[config.mk]
export PLATFORM = sky130hd
export DESIGN_NAME = uart_fifo
export DESIGN_NICKNAME = d
export VERILOG_FILES = /design/src/rtl/uart_fifo.sv
export SDC_FILE = /design/constraint.sdc
export NUM_CORES = 1
export LEC_CHECK = 0
export ABC_AREA = 1
export CORE_MARGIN = 4
export CORE_UTILIZATION = 42
export DETAILED_ROUTE_END_ITERATION = 10
export PLACE_DENSITY = 0.71
export SLEW_MARGIN = 20
export SYNTH_ARGS = -nofsm -noshare
export SYNTH_HDL_FRONTEND = slang
export SYNTH_SLANG_ARGS = --single-unit
[constraint.sdc]
create_clock -name clk -period 3.8 [get_ports clk]
set_clock_uncertainty 0.2 [all_clocks]
set_input_delay 0.57 -clock clk [delete_from_list [all_inputs] [get_ports clk]]
set_output_delay 0.57 -clock clk [all_outputs]
set_load 0.01 [all_outputs]
[src/rtl/uart_fifo.sv]
// First-word fall-through FIFO for the UART datapath, with sticky overrun/underrun
// flags and an error summary over the error bits (above bit 7) of the occupied entries.
module uart_fifo #(
    parameter int WIDTH = 8,
    parameter int DEPTH = 16,
    parameter int CNT_W = 5
) (
    input  logic             clk,
    input  logic             wb_rst_i,
    input  logic [WIDTH-1:0] data_in,
    input  logic             push,
    input  logic             pop,
    input  logic             fifo_reset,
    input  logic             reset_status,
    output logic [WIDTH-1:0] data_out,
    output logic [CNT_W-1:0] count,
    output logic             overrun,
    output logic             underrun,
    output logic             error_bit
);
    localparam int PTR_W = $clog2(DEPTH);
    localparam logic [CNT_W-1:0] FULL_CNT = CNT_W'(DEPTH);

    logic [WIDTH-1:0] mem [DEPTH];
    logic [PTR_W-1:0] rd;
    logic [PTR_W-1:0] wr;
    logic             full;
    logic             empty;
    logic             do_push;
    logic             do_pop;
    logic             ovr_evt;
    logic             und_evt;

    // A push into a full FIFO still executes when a pop frees the head slot
    // in the same cycle; a pop from an empty FIFO never executes.
    always_comb begin
        full    = (count == FULL_CNT);
        empty   = (count == '0);
        do_pop  = pop && !empty;
        do_push = push && (!full || pop);
        ovr_evt = push && !pop && full;
        und_evt = pop && empty;
    end

    assign data_out = mem[rd];

    always_ff @(posedge clk) begin
        if (wb_rst_i) begin
            rd       <= '0;
            wr       <= '0;
            count    <= '0;
            overrun  <= 1'b0;
            underrun <= 1'b0;
            for (int unsigned i = 0; i < DEPTH; i++) begin
                mem[PTR_W'(i)] <= '0;
            end
        end else if (fifo_reset) begin
            rd       <= '0;
            wr       <= '0;
            count    <= '0;
            overrun  <= 1'b0;
            underrun <= 1'b0;
        end else begin
            if (do_push) begin
                mem[wr] <= data_in;
                wr      <= wr + 1'b1;
            end
            if (do_pop) begin
                rd <= rd + 1'b1;
            end
            case ({do_push, do_pop})
                2'b10:   count <= count + 1'b1;
                2'b01:   count <= count - 1'b1;
                default: count <= count;
            endcase
            // A new error event wins over a coincident status clear.
            overrun  <= ovr_evt | (overrun & ~reset_status);
            underrun <= und_evt | (underrun & ~reset_status);
        end
    end

    if (WIDTH > 8) begin : g_err
        always_comb begin
            error_bit = 1'b0;
            for (int unsigned k = 0; k < DEPTH; k++) begin
                if ((CNT_W'(k) < count) && (|mem[rd + PTR_W'(k)][WIDTH-1:8])) begin
                    error_bit = 1'b1;
                end
            end
        end
    end else begin : g_no_err
        assign error_bit = 1'b0;
    end

endmodule

==> metrics.txt, run 1 <==
Final ANT Viol Nets 0; die width 138 um; Gate power share 9.9%; total negative slack 0 ps; Residual DRC 0; Hold Crit Depth 2; WL/cell 15.7 um; top_reg_cell synth edfxtp_1; Fillers 1530; Die Area 19100 um^2; Clock Latency Late Sink 430 ps; endpoints failing setup 0; Seq pwr share 46.4%; largest net degree at the start of global routing 58; TritonCTS Buffers 17; CTS tree done; sequential share of the synthesized area 59.5%; top cells by count, synth nor2_1, edfxtp_1, inv_1, nand2_1, nand3_1; final hold vios 0; Vias/cell 5.13; Total Wirelength 15.3 mm; Fmax achieved 306 MHz; most numerous cell in the Yosys netlist nor2_1; critical path class reg -> out; hold crit path type reg -> reg; Synth Warn # 0; Register Area 4230 um^2; Mapped Nets 749; Pleak 3.34 nW; Max Slew Vio Count 0; PnR worst setup slack 536 ps; reg2reg setup slack 1250 ps; vias in the first global route 4655; effective utilization at floorplan 42.8%; critical path endpoint category output pin; nature of the critical path startpoint flop; VDD IR max 0.342 mV; Async SR Flop Fraction 0%; number of max-cap violations 0; clock sinks 147; Post-Place Setup Slack 687 ps; hold_buf cts 0; # diodes 0; Port Buffers 28; # nets final 762; Worst EP required 3030 ps; Hold EP overrun$_SDFF_PP0_; Detailed Place HPWL 9.90 mm; Synth cell types 31; Area contributors post-synth edfxtp_1, nor2_1, dfxtp_1; Post-synth EDFFs 128; antenna violations before repair 0; Crit Path Max Fanout 43; GRT Overall Usage 16.6%; status complete, no violations; cells on worst reg2reg path 15; Cell Count Post-Placement 940; Worst Hold Margin 272 ps; Post-CTS Repair Setup Buffers 0; height of the die 138 um; clock-pin slew on the worst setup and hold paths 60 ps; Core Area 16600 um^2; Placed Area 7530 um^2; synthesized area 7100 um^2; crit path DAT 2490 ps; Area Growth Syn to Fin 14.7%; RSZ-0062 raised after global routing false; multi-input logic area 2320 um^2; Mapped Cells 726; Final min period 3260 ps; drt pass-1 iters 5; CTS Buffer Depth 2; RePlAce Congestion 0.806; clk root buf clkbuf_16; worst slew pin tran 770 ps; Yosys top cell area share 54.1%; Initial DRC Count 473; Max-slew headroom 48.6%; finished layout cell area 8150 um^2; final std cells w/o fill 972; P_int 3.04 mW; Power Density 490 nW/um^2; clock network power share 43.7%; first-pass GRT wire length 25.0 mm; Worst R2R End count[4]$_SDFFE_PP0P_; syn_area_per_cell 9.79 um^2; DR vias 4990; Std-Cell Rows 47; area leader, netlist edfxtp_1; Ports 30; Final period util 85.9%; layout cells sized above 1 9.44%; #FFs+latches synth 147; switching fraction of total power 23.8%; post_cts resized 0; number of H-tree levels 4; worst r2r src count[4]$_SDFFE_PP0P_; min-delay src overrun$_SDFF_PP0_; total congestion overflow 0; Switch Pwr 0.949 mW
==> power by group through the flow <==
stage	combinational [mW]	sequential (mW)	clock, mW
2_1_floorplan	0.273	1.87	0
4_1_cts	0.396	1.85	1.76
6_report	0.396	1.85	1.74
3_5_place_dp	0.394	1.89	0
5_1_grt	0.441	1.86	1.83
3_3_place_gp	0.390	1.88	0
==> worst max-delay path by stage <==
stage	from	end	slack (ps)	cells after the start
2_1_floorplan	pop	count[2]$_SDFFE_PP0P_	1360	14
3_3_place_gp	pop	count[4]$_SDFFE_PP0P_	760	17
3_5_place_dp	pop	count[4]$_SDFFE_PP0P_	690	15
4_1_cts	flop	data_out[1]	520	7
5_1_grt	flop	data_out[7]	340	7
6_report	flop	data_out[7]	540	7
==> per-layer routing <==
layer  vias to the layer above  global-route usage (%)  share of wire, %
met5                         -                       0                 0
met3                        30                    3.42               6.4
li1                       2442                       -                 -
met1                      2352                    22.8                44
met4                         0                    7.59               2.8
met2                       166                    25.5                47
==> worst max-delay path: stages (launching register included) <==
cell and delay [ps]:
dfxtp_4 540, buf_4 410, a21oi_1 160, o21ai_0 120
nand3_1 110, nand3_1 150, nand2_1 90, clkdlybuf4s50_1 480
==> flip-flops by register name, indices dropped and copies added, names as in the netlist, named ones only <==
register / flops
mem: 128
count: 5
rd: 4
wr: 4
overrun: 1
underrun: 1
==> per-stage QoR <==
| step | total power [mW] | util (%) |
|---|---|---|
| after floorplan | 2.14 | - |
| after global placement | 2.27 | 45.4 |
| after detailed placement | 2.28 | 45.4 |
| after CTS | 4.01 | 49.1 |
| after global routing | 4.13 | 49.1 |
| final | 3.99 | 49.1 |
==> cells by family (layout without fill, tap and decap cells) <==
family | after synthesis | after routing | synth area share, %
other | 1 | 1 | 0.0528
flip-flops | 147 | 147 | 59.5
AND/OR/NAND/NOR | 307 | 307 | 20.8
buffers and inverters | 138 | 164 | 7.89
adder cells (fa/ha/maj) | 9 | 9 | 1.59
XOR/XNOR | 6 | 6 | 0.740
AO/OA/AOI/OAI | 118 | 118 | 9.48
==> layout by cell type (no fill, tap or decap), drive strengths merged, types with 4 or more instances in the layout <==
cell,count
a21oi,46
buf,4
bufinv,4
clkbuf,17
clkdlybuf4s50,28
clkinv,6
clkinvlp,5
dfxtp,19
edfxtp,128
ha,9
inv,100
nand2,99
nand3,59
nor2,143
o211ai,32
o21ai,39
xor2,4
==> area by class of cell <==
type	instances	area share, %
clock buffer	17	5.22
clock inverter	15	2.33
inverter	100	4.61
multi-input combinational	441	28.5
sequential	147	51.9
tap	220	3.38
timing repair buffer	32	4.11
Power figures use the tool's default switching activity.
==> inputs of run 2 (changes only) <==
- PLACE_DENSITY: 0.71 -> unset
- PLACE_DENSITY_LB_ADDON: unset -> 0.3
==> run 2 against run 1 <==
Effect of this change:
- first-iteration DRC count shrank 11%
- critical path depth fell by 1
- flip-flop and latch count stayed put
- clock power about the same
- critical path type unchanged
- largest cell class unchanged
- largest power group unchanged
- highest routed layer unchanged
==> metrics.txt, run 2 (same netlist as run 1, synthesis figures left out) <==
status complete, no violations; endpoints failing setup 0; total congestion overflow 0; Core Util, Final 49.1%; met1 Usage GRT 23.7%; DR vias 5008; worst slew pin tran 856 ps; Power Density 490 nW/um^2; final std cells w/o fill 971; Post-CTS Repair Setup Buffers 0; TritonCTS Buffers 17; Largest register FFs 128; Clock Latency Late Sink 420 ps; Top reg by flops mem; Max-slew headroom 42.9%; multi-input logic area 2320 um^2; Std-Cell Rows 47; first-pass GRT wire length 26.8 mm; effective utilization at floorplan 42.8%; number of H-tree levels 4; RSZ-0062 raised after global routing false; VDD IR max 0.361 mV; nature of the critical path startpoint flop; largest net degree at the start of global routing 82; Pleak 3.35 nW; clk root buf clkbuf_16; Worst EP required 3030 ps; Largest regs mem x128, count x5; Hold Crit Depth 2; Core Area 16600 um^2; hold crit path type reg -> reg; clock sinks 147; Detailed Place HPWL 10.7 mm; commonest non-fill, non-tap cell in the layout nor2_1; total power 3.99 mW; Final period util 86.7%; Ports 30; antenna violations before repair 0; Port Buffers 28; critical path class reg -> out; Worst Hold Margin 275 ps; die width 138 um; height of the die 138 um; Crit Path Max Fanout 81; commonest non-fill, non-tap cells in the layout nor2_1, edfxtp_1, inv_1, nand2_1, nand3_1; Register Area 4230 um^2; vias in the first global route 4916; # diodes 0; WL/cell 16.9 um; met3 usage 3.38%; Area Growth Syn to Fin 14.7%; GRT Overall Usage 17.9%; Residual DRC 0; Post-Place Setup Slack 669 ps; Initial DRC Count 420; clock-pin slew on the worst setup and hold paths 60 ps; total negative slack 0 ps; critical path endpoint category output pin; Vias/cell 5.16; Die Area 19100 um^2; finished layout cell area 8150 um^2; RePlAce Congestion 0.818; Cell Count Post-Placement 939; Fmax achieved 303 MHz; PnR worst setup slack 504 ps; layout cells sized above 1 9.45%; post_cts resized 0; drt pass-1 iters 5; M2 GR Usage 29.1%; hold_buf cts 0; CTS Buffer Depth 2; CTS tree done; Total Wirelength 16.4 mm; Final min period 3300 ps; number of max-cap violations 0; Max Slew Vio Count 0; cells on worst reg2reg path 17; crit path DAT 2530 ps; GRT busiest layer met2; Fillers 1538; Placed Area 7530 um^2; final hold vios 0; Final ANT Viol Nets 0; # nets final 761
-- run 2: cell count changes in the layout (fill, tap and decap cells not counted) --
cell,previous run,this run
buf_4,2,1
clkbuf_8,0,5
clkinv_4,1,0
clkinvlp_4,5,1
clkinv_1,1,0
clkinv_2,4,6
bufinv_16,4,3
-- run 2: area by class of cell --
type,instances,share of cell area (%)
multi-input cells,441,28.5
clock inverters,10,1.57
inverters,100,4.61
repair buffers,31,4.02
well taps,220,3.38
clock buffers,22,6.06
flip-flops and latches,147,51.9
-- run 2: worst max-delay path, stage by stage (launching register included) --
cell             delay, ps
dfxtp_4                640
buf_12                 330
o211ai_1               160
nand3_1                110
nand3_1                160
nand2_1                100
clkdlybuf4s50_1        540
-- run 2: power by group --
group          leakage [nW]  total [mW]  internal, mW  switching (mW)
clock                 0.311        1.74          1.11           0.632
combinational          1.56       0.393         0.141           0.253
sequential             1.48        1.86          1.81          0.0434
total                  3.35        3.99          3.06           0.928
-- run 2: final timing paths --
check,slack [ps],end,startpoint
worst max-delay path,500,data_out[1],flop
worst min-delay path,270,overrun$_SDFF_PP0_,overrun$_SDFF_PP0_
worst max register to register,1240,count[4]$_SDFFE_PP0P_,count[4]$_SDFFE_PP0P_
worst min register to register,270,overrun$_SDFF_PP0_,overrun$_SDFF_PP0_
-- run 2: routing by layer --
layer	wire length, um	vias to the layer above
li1	-	2442
met1	7070	2363
met2	8020	175
met3	895	28
met4	409	0
met5	0	-
==> inputs of run 3 (changes only) <==
- CORE_UTILIZATION: 42 -> 44
- clock period: 3.8 -> 2.78 ns (I/O delays scaled with it)
==> run 3 against run 2 <==
Effect of this change:
- clock power rose by 35%
- critical path depth is 1 higher
- global-route usage increased by 1.1 points
- critical endpoint is now data_out[7]
- highest routed layer unchanged
- final cell count up 1.4%
==> metrics.txt, run 3 (same netlist as run 1, synthesis figures left out) <==
status complete, no violations; Std-Cell Rows 46; Area Growth Syn to Fin 16.8%; Detailed Place HPWL 11.1 mm; Top reg by flops mem; commonest non-fill, non-tap cell in the layout nor2_1; # nets final 779; crit path DAT 1960 ps; Post-CTS Repair Setup Buffers 0; CTS tree done; endpoints failing setup 0; Final ANT Viol Nets 0; commonest non-fill, non-tap cells in the layout nor2_1, edfxtp_1, inv_1, nand2_1, nand3_1; clock sinks 147; height of the die 135 um; GRT Overall Usage 19.0%; antenna violations before repair 0; DR vias 5152; nature of the critical path startpoint flop; critical path class reg -> out; Final period util 92.6%; Clock Latency Late Sink 420 ps; drt pass-1 iters 6; total negative slack 0 ps; # diodes 0; Vias/cell 5.23; Power Density 657 nW/um^2; RSZ-0062 raised after global routing false; vias in the first global route 5025; WL/cell 16.9 um; total power 5.46 mW; hold crit path type reg -> reg; Initial DRC Count 373; Max Slew Vio Count 0; Fmax achieved 388 MHz; Largest regs mem x128, count x5; hold_buf cts 0; Ports 30; RePlAce Congestion 0.908; Crit Path Max Fanout 68; TritonCTS Buffers 17; effective utilization at floorplan 44.9%; critical path endpoint category output pin; Residual DRC 0; clock-pin slew on the worst setup and hold paths 60 ps; number of H-tree levels 4; Largest register FFs 128; Die Area 18200 um^2; Port Buffers 28; total congestion overflow 0; largest net degree at the start of global routing 69; first-pass GRT wire length 26.4 mm; Final min period 2580 ps; Core Area 15800 um^2; clk root buf clkbuf_16; Worst EP required 2160 ps; CTS Buffer Depth 2; Total Wirelength 16.7 mm; final hold vios 0; die width 135 um; VDD IR max 0.430 mV; number of max-cap violations 0; layout cells sized above 1 11.4%; Pleak 3.50 nW
[run 3: cell types whose count changed in the layout (fill, tap and decap cells not counted), sizes merged]
cell / before / now
buf: 3 / 21
clkbuf: 22 / 23
clkdlybuf4s50: 28 / 20
clkinv: 6 / 5
dlygate4sd2: 0 / 4
dlymetal6s2s: 0 / 4
[run 3: worst max-delay path, stage by stage, from the launching register on]
cell and delay [ps]:
dfxtp_4 390, buf_16 240, nand2_1 90, o211ai_1 120
nand3_1 140, nand3_1 130, nand2_1 90, dlygate4sd2_1 290
[run 3: where the power goes]
part	internal [mW]	switching, mW	total [mW]
combinational	0.207	0.388	0.595
sequential	2.48	0.0394	2.52
clock	1.50	0.845	2.35
[run 3: per-stage QoR]
step | instance area [um^2] | instances | util [%] | setup slack [ps] | hold WS [ps]
final | 8300 | 985 | 52.4 | 205 | 268
after global routing | 8300 | 985 | 52.4 | 90.7 | 285
after CTS | 8280 | 985 | 52.3 | 0.208 | 274
after detailed placement | 7670 | 953 | 48.5 | 91.0 | 256
after global placement | 7670 | 953 | 48.5 | 162 | 264
after floorplan | 7100 | 726 | - | 424 | 268
[run 3: path summary, 6_finish.rpt]
path | startpoint | end | slack [ps] | depth (start not counted)
hold reg to reg | overrun$_SDFF_PP0_ | overrun$_SDFF_PP0_ | 270 | 2
setup reg to reg | count[2]$_SDFFE_PP0P_ | count[4]$_SDFFE_PP0P_ | 470 | 16
hold / removal | overrun$_SDFF_PP0_ | overrun$_SDFF_PP0_ | 270 | 2
setup / recovery | flop | data_out[7] | 200 | 7
[run 3: routing by layer]
layer / wire, um / part of all wire, % / global-route usage [%]
met1: 6890 / 41 / 24.6
met2: 8190 / 49 / 31.3
met3: 1240 / 7.4 / 3.95
met4: 378 / 2.3 / 7.84
met5: 0 / 0 / 0
[run 3: repair_timing]
| action | 4_1_cts | 5_1_grt |
|---|---|---|
| gates cloned | 0 | 0 |
| endpoints found under the setup margin | 4 | 4 |
| gates resized for setup | 4 | 6 |
[run 3: area by class of cell]
type	instances	area [um^2]
multi-input cells	441	2320
well taps	216	270
repair buffers	49	488
inverters	100	375
fillers	1441	7530
clock buffers	23	488
clock inverters	9	126
flip-flops and latches	147	4230
==> patch (flow settings as in run 1) <==
One comparison of `count` changes from == to >=.
--- a/src/rtl/uart_fifo.sv
+++ b/src/rtl/uart_fifo.sv
@@ -35,5 +35,5 @@
     // in the same cycle; a pop from an empty FIFO never executes.
     always_comb begin
-        full    = (count == FULL_CNT);
+        full    = (count >= FULL_CNT);
         empty   = (count == '0);
         do_pop  = pop && !empty;
Behaviour: no difference found for any inputs over 4 cycles, from zero or initial values; that may be too few to reach the edited logic, so the function may still have changed.
==> patch against run 1 <==
- area after synthesis decreased by 4.2%
- first-iteration DRC count increased by 20%
- sequential cell count did not move
- critical path type unchanged
- power decreased by 2.3%
- design area fell by 3.9%
- setup slack got worse by 210 ps
- largest cell class unchanged
- routed wire length up 5.3%
- fmax shrank 6.0%
==> patch: results (changes against run 1) <==
- GRT met2 Usage: 30.6% (was 25.5%)
- FF-to-FF path depth: 14 (was 15)
- Total track usage: 18.2% (was 16.6%)
- Synth async-reset ratio: 0% (unchanged)
- DP Area: 7240 um^2 (was 7530 um^2)
- Netlist cell types: 23 (was 31)
- Crit-path max FO: 22 (was 43)
- Share of cells above drive strength 1: 8.28% (was 9.44%)
- Syn. warnings: 0 (unchanged)
- Status: finished, final reports clean (unchanged)
- Biggest regs: mem (128), count (5) (unchanged)
- Layout Nets: 685 (was 762)
- Worst Hold Class: flip-flop to flip-flop (unchanged)
- Via count: 4725 (was 4990)
- Critical R2R Launch: count[4]$_SDFFE_PP0P_ (unchanged)
- Placed wire-length estimate: 10700 um (was 9900 um)
- Post-Place Cells: 860 (was 940)
- Top post-synthesis cells by area: edfxtp_1 (57%), nor2_1 (8.2%), dfxtp_1 (5.6%) (was edfxtp_1 (54%), nor2_1 (6.9%), dfxtp_1 (5.4%))
- Syn Nets: 669 (was 749)
- First-pass GRT wire length: 24600 um (was 25000 um)
- # fillers: 1416 (was 1530)
- Max IR drop VDD: 0.286 mV (was 0.342 mV)
- Clock transition at path regs: 60 ps (about the same)
- R2r setup slk: 1450 ps (was 1250 ps)
- DRT Pass-1 Iters: 7 (was 5)
- Htree depth: 4 (unchanged)
- Met3 global-route usage: 3.90% (was 3.42%)
- Max_slew headroom: 42.5% (was 48.6%)
- Synth Flop Type: edfxtp_1 (unchanged)
- Sequential fraction of the synthesis area: 62.1% (was 59.5%)
- Final WL: 16100 um (was 15300 um)
- Antenna violations before repair: 0 (unchanged)
- Worst-case clock buffer depth: 2 (unchanged)
- Critical Path Sink: data_out[6] (was data_out[7])
- Vias in the first global route: 4631 (was 4655)
- EDFF count, synth: 128 (unchanged)
- Crit path kind: flip-flop to output port (unchanged)
- Met1 usage: 22.3% (was 22.8%)
- Pin count of the biggest net entering global routing: 49 (was 58)
- R2R Path End: count[4]$_SDFFE_PP0P_ (unchanged)
- GPL Wtd Cong: 0.869 (was 0.806)
- WP data arrival: 2700 ps (was 2490 ps)
- Post-synth top area cell: edfxtp_1 (unchanged)
- Number of inserted diodes: 0 (unchanged)
- Synthesized area per cell: 10.5 um^2 (was 9.79 um^2)
- 1st-iter DRT viols: 568 (was 473)
- Num CTS Buffers: 17 (unchanged)
- CTS resizes: 0 (unchanged)
- Via density: 5.30 (was 5.13)
- Post-CTS setup buffer count: 0 (unchanged)
- Clock Root Buffer: clkbuf_16 (unchanged)
- Leakage: 2.95 nW (was 3.34 nW)
- Number of max-cap violations: 0 (unchanged)
- Commonest cells in the netlist: nor2_1 (148), edfxtp_1 (128), inv_1 (64) (was nor2_1 (131), edfxtp_1 (128), inv_1 (98))
- Port buffer count: 28 (unchanged)
patch: cell types whose count changed in the layout (fill, tap and decap cells not counted), sizes merged, moves of 6 or more:
cell	before	now
nand2	99	61
o21ai	39	46
nor2	143	149
mux2i	0	32
inv	100	67
nand3	59	19
patch: logic make-up (layout without fill, tap and decap cells):
group / after synthesis / after routing / synth area share, %
AOI/OAI and AO/OA: 119 / 119 / 9.93
xor gates and xnor gates: 6 / 6 / 0.772
adders and majority gates: 8 / 8 / 1.47
buffers and inverters: 99 / 128 / 5.81
DFF: 147 / 147 / 62.1
muxes: 32 / 32 / 4.71
other: 1 / 1 / 0.0551
and+or+nand+nor: 235 / 235 / 15.2
patch: how the worst min path moves through the flow:
stage | slack, ps | to | start | depth (start not counted)
after floorplan | 260 | flip-flop | rd[2]$_SDFFE_PP0P_ | 2
after global placement | 280 | underrun$_SDFF_PP0_ | underrun$_SDFF_PP0_ | 2
after detailed placement | 280 | underrun$_SDFF_PP0_ | underrun$_SDFF_PP0_ | 2
after CTS | 290 | underrun$_SDFF_PP0_ | underrun$_SDFF_PP0_ | 2
after global routing | 300 | underrun$_SDFF_PP0_ | underrun$_SDFF_PP0_ | 2
final | 280 | underrun$_SDFF_PP0_ | underrun$_SDFF_PP0_ | 2
patch: routing by layer:
layer | vias to the layer above | wire (um)
li1 | 2250 | -
met1 | 2227 | 6470
met2 | 211 | 8050
met3 | 37 | 1060
met4 | 0 | 485
met5 | - | 0
patch: per-stage QoR:
step                utilization, %  worst slack, ps
floorplan                        -             1500
global route                  49.3              249
CTS                           49.3              373
finish                        49.3              327
detailed placement            45.6              624
global placement              45.6              724
patch: where the power goes:
part / internal [mW] / switching [mW] / leakage (nW)
sequential: 1.81 / 0.0363 / 1.48
combinational: 0.145 / 0.253 / 1.18
clock: 1.03 / 0.629 / 0.289
patch: critical path: stages, from the launching register on:
cell,delay (ps)
dfxtp_1,850
inv_1,370
o211ai_1,220
nand3_1,130
nand2_1,140
clkdlybuf4s50_1,550
patch: layout make-up:
type	instances	area share, %
multi-input cells	401	27.9
flip-flops and latches	147	54.0
clock buffers	18	5.48
repair buffers	31	4.03
well taps	216	3.45
inverters	65	3.12
clock inverters	14	2.05
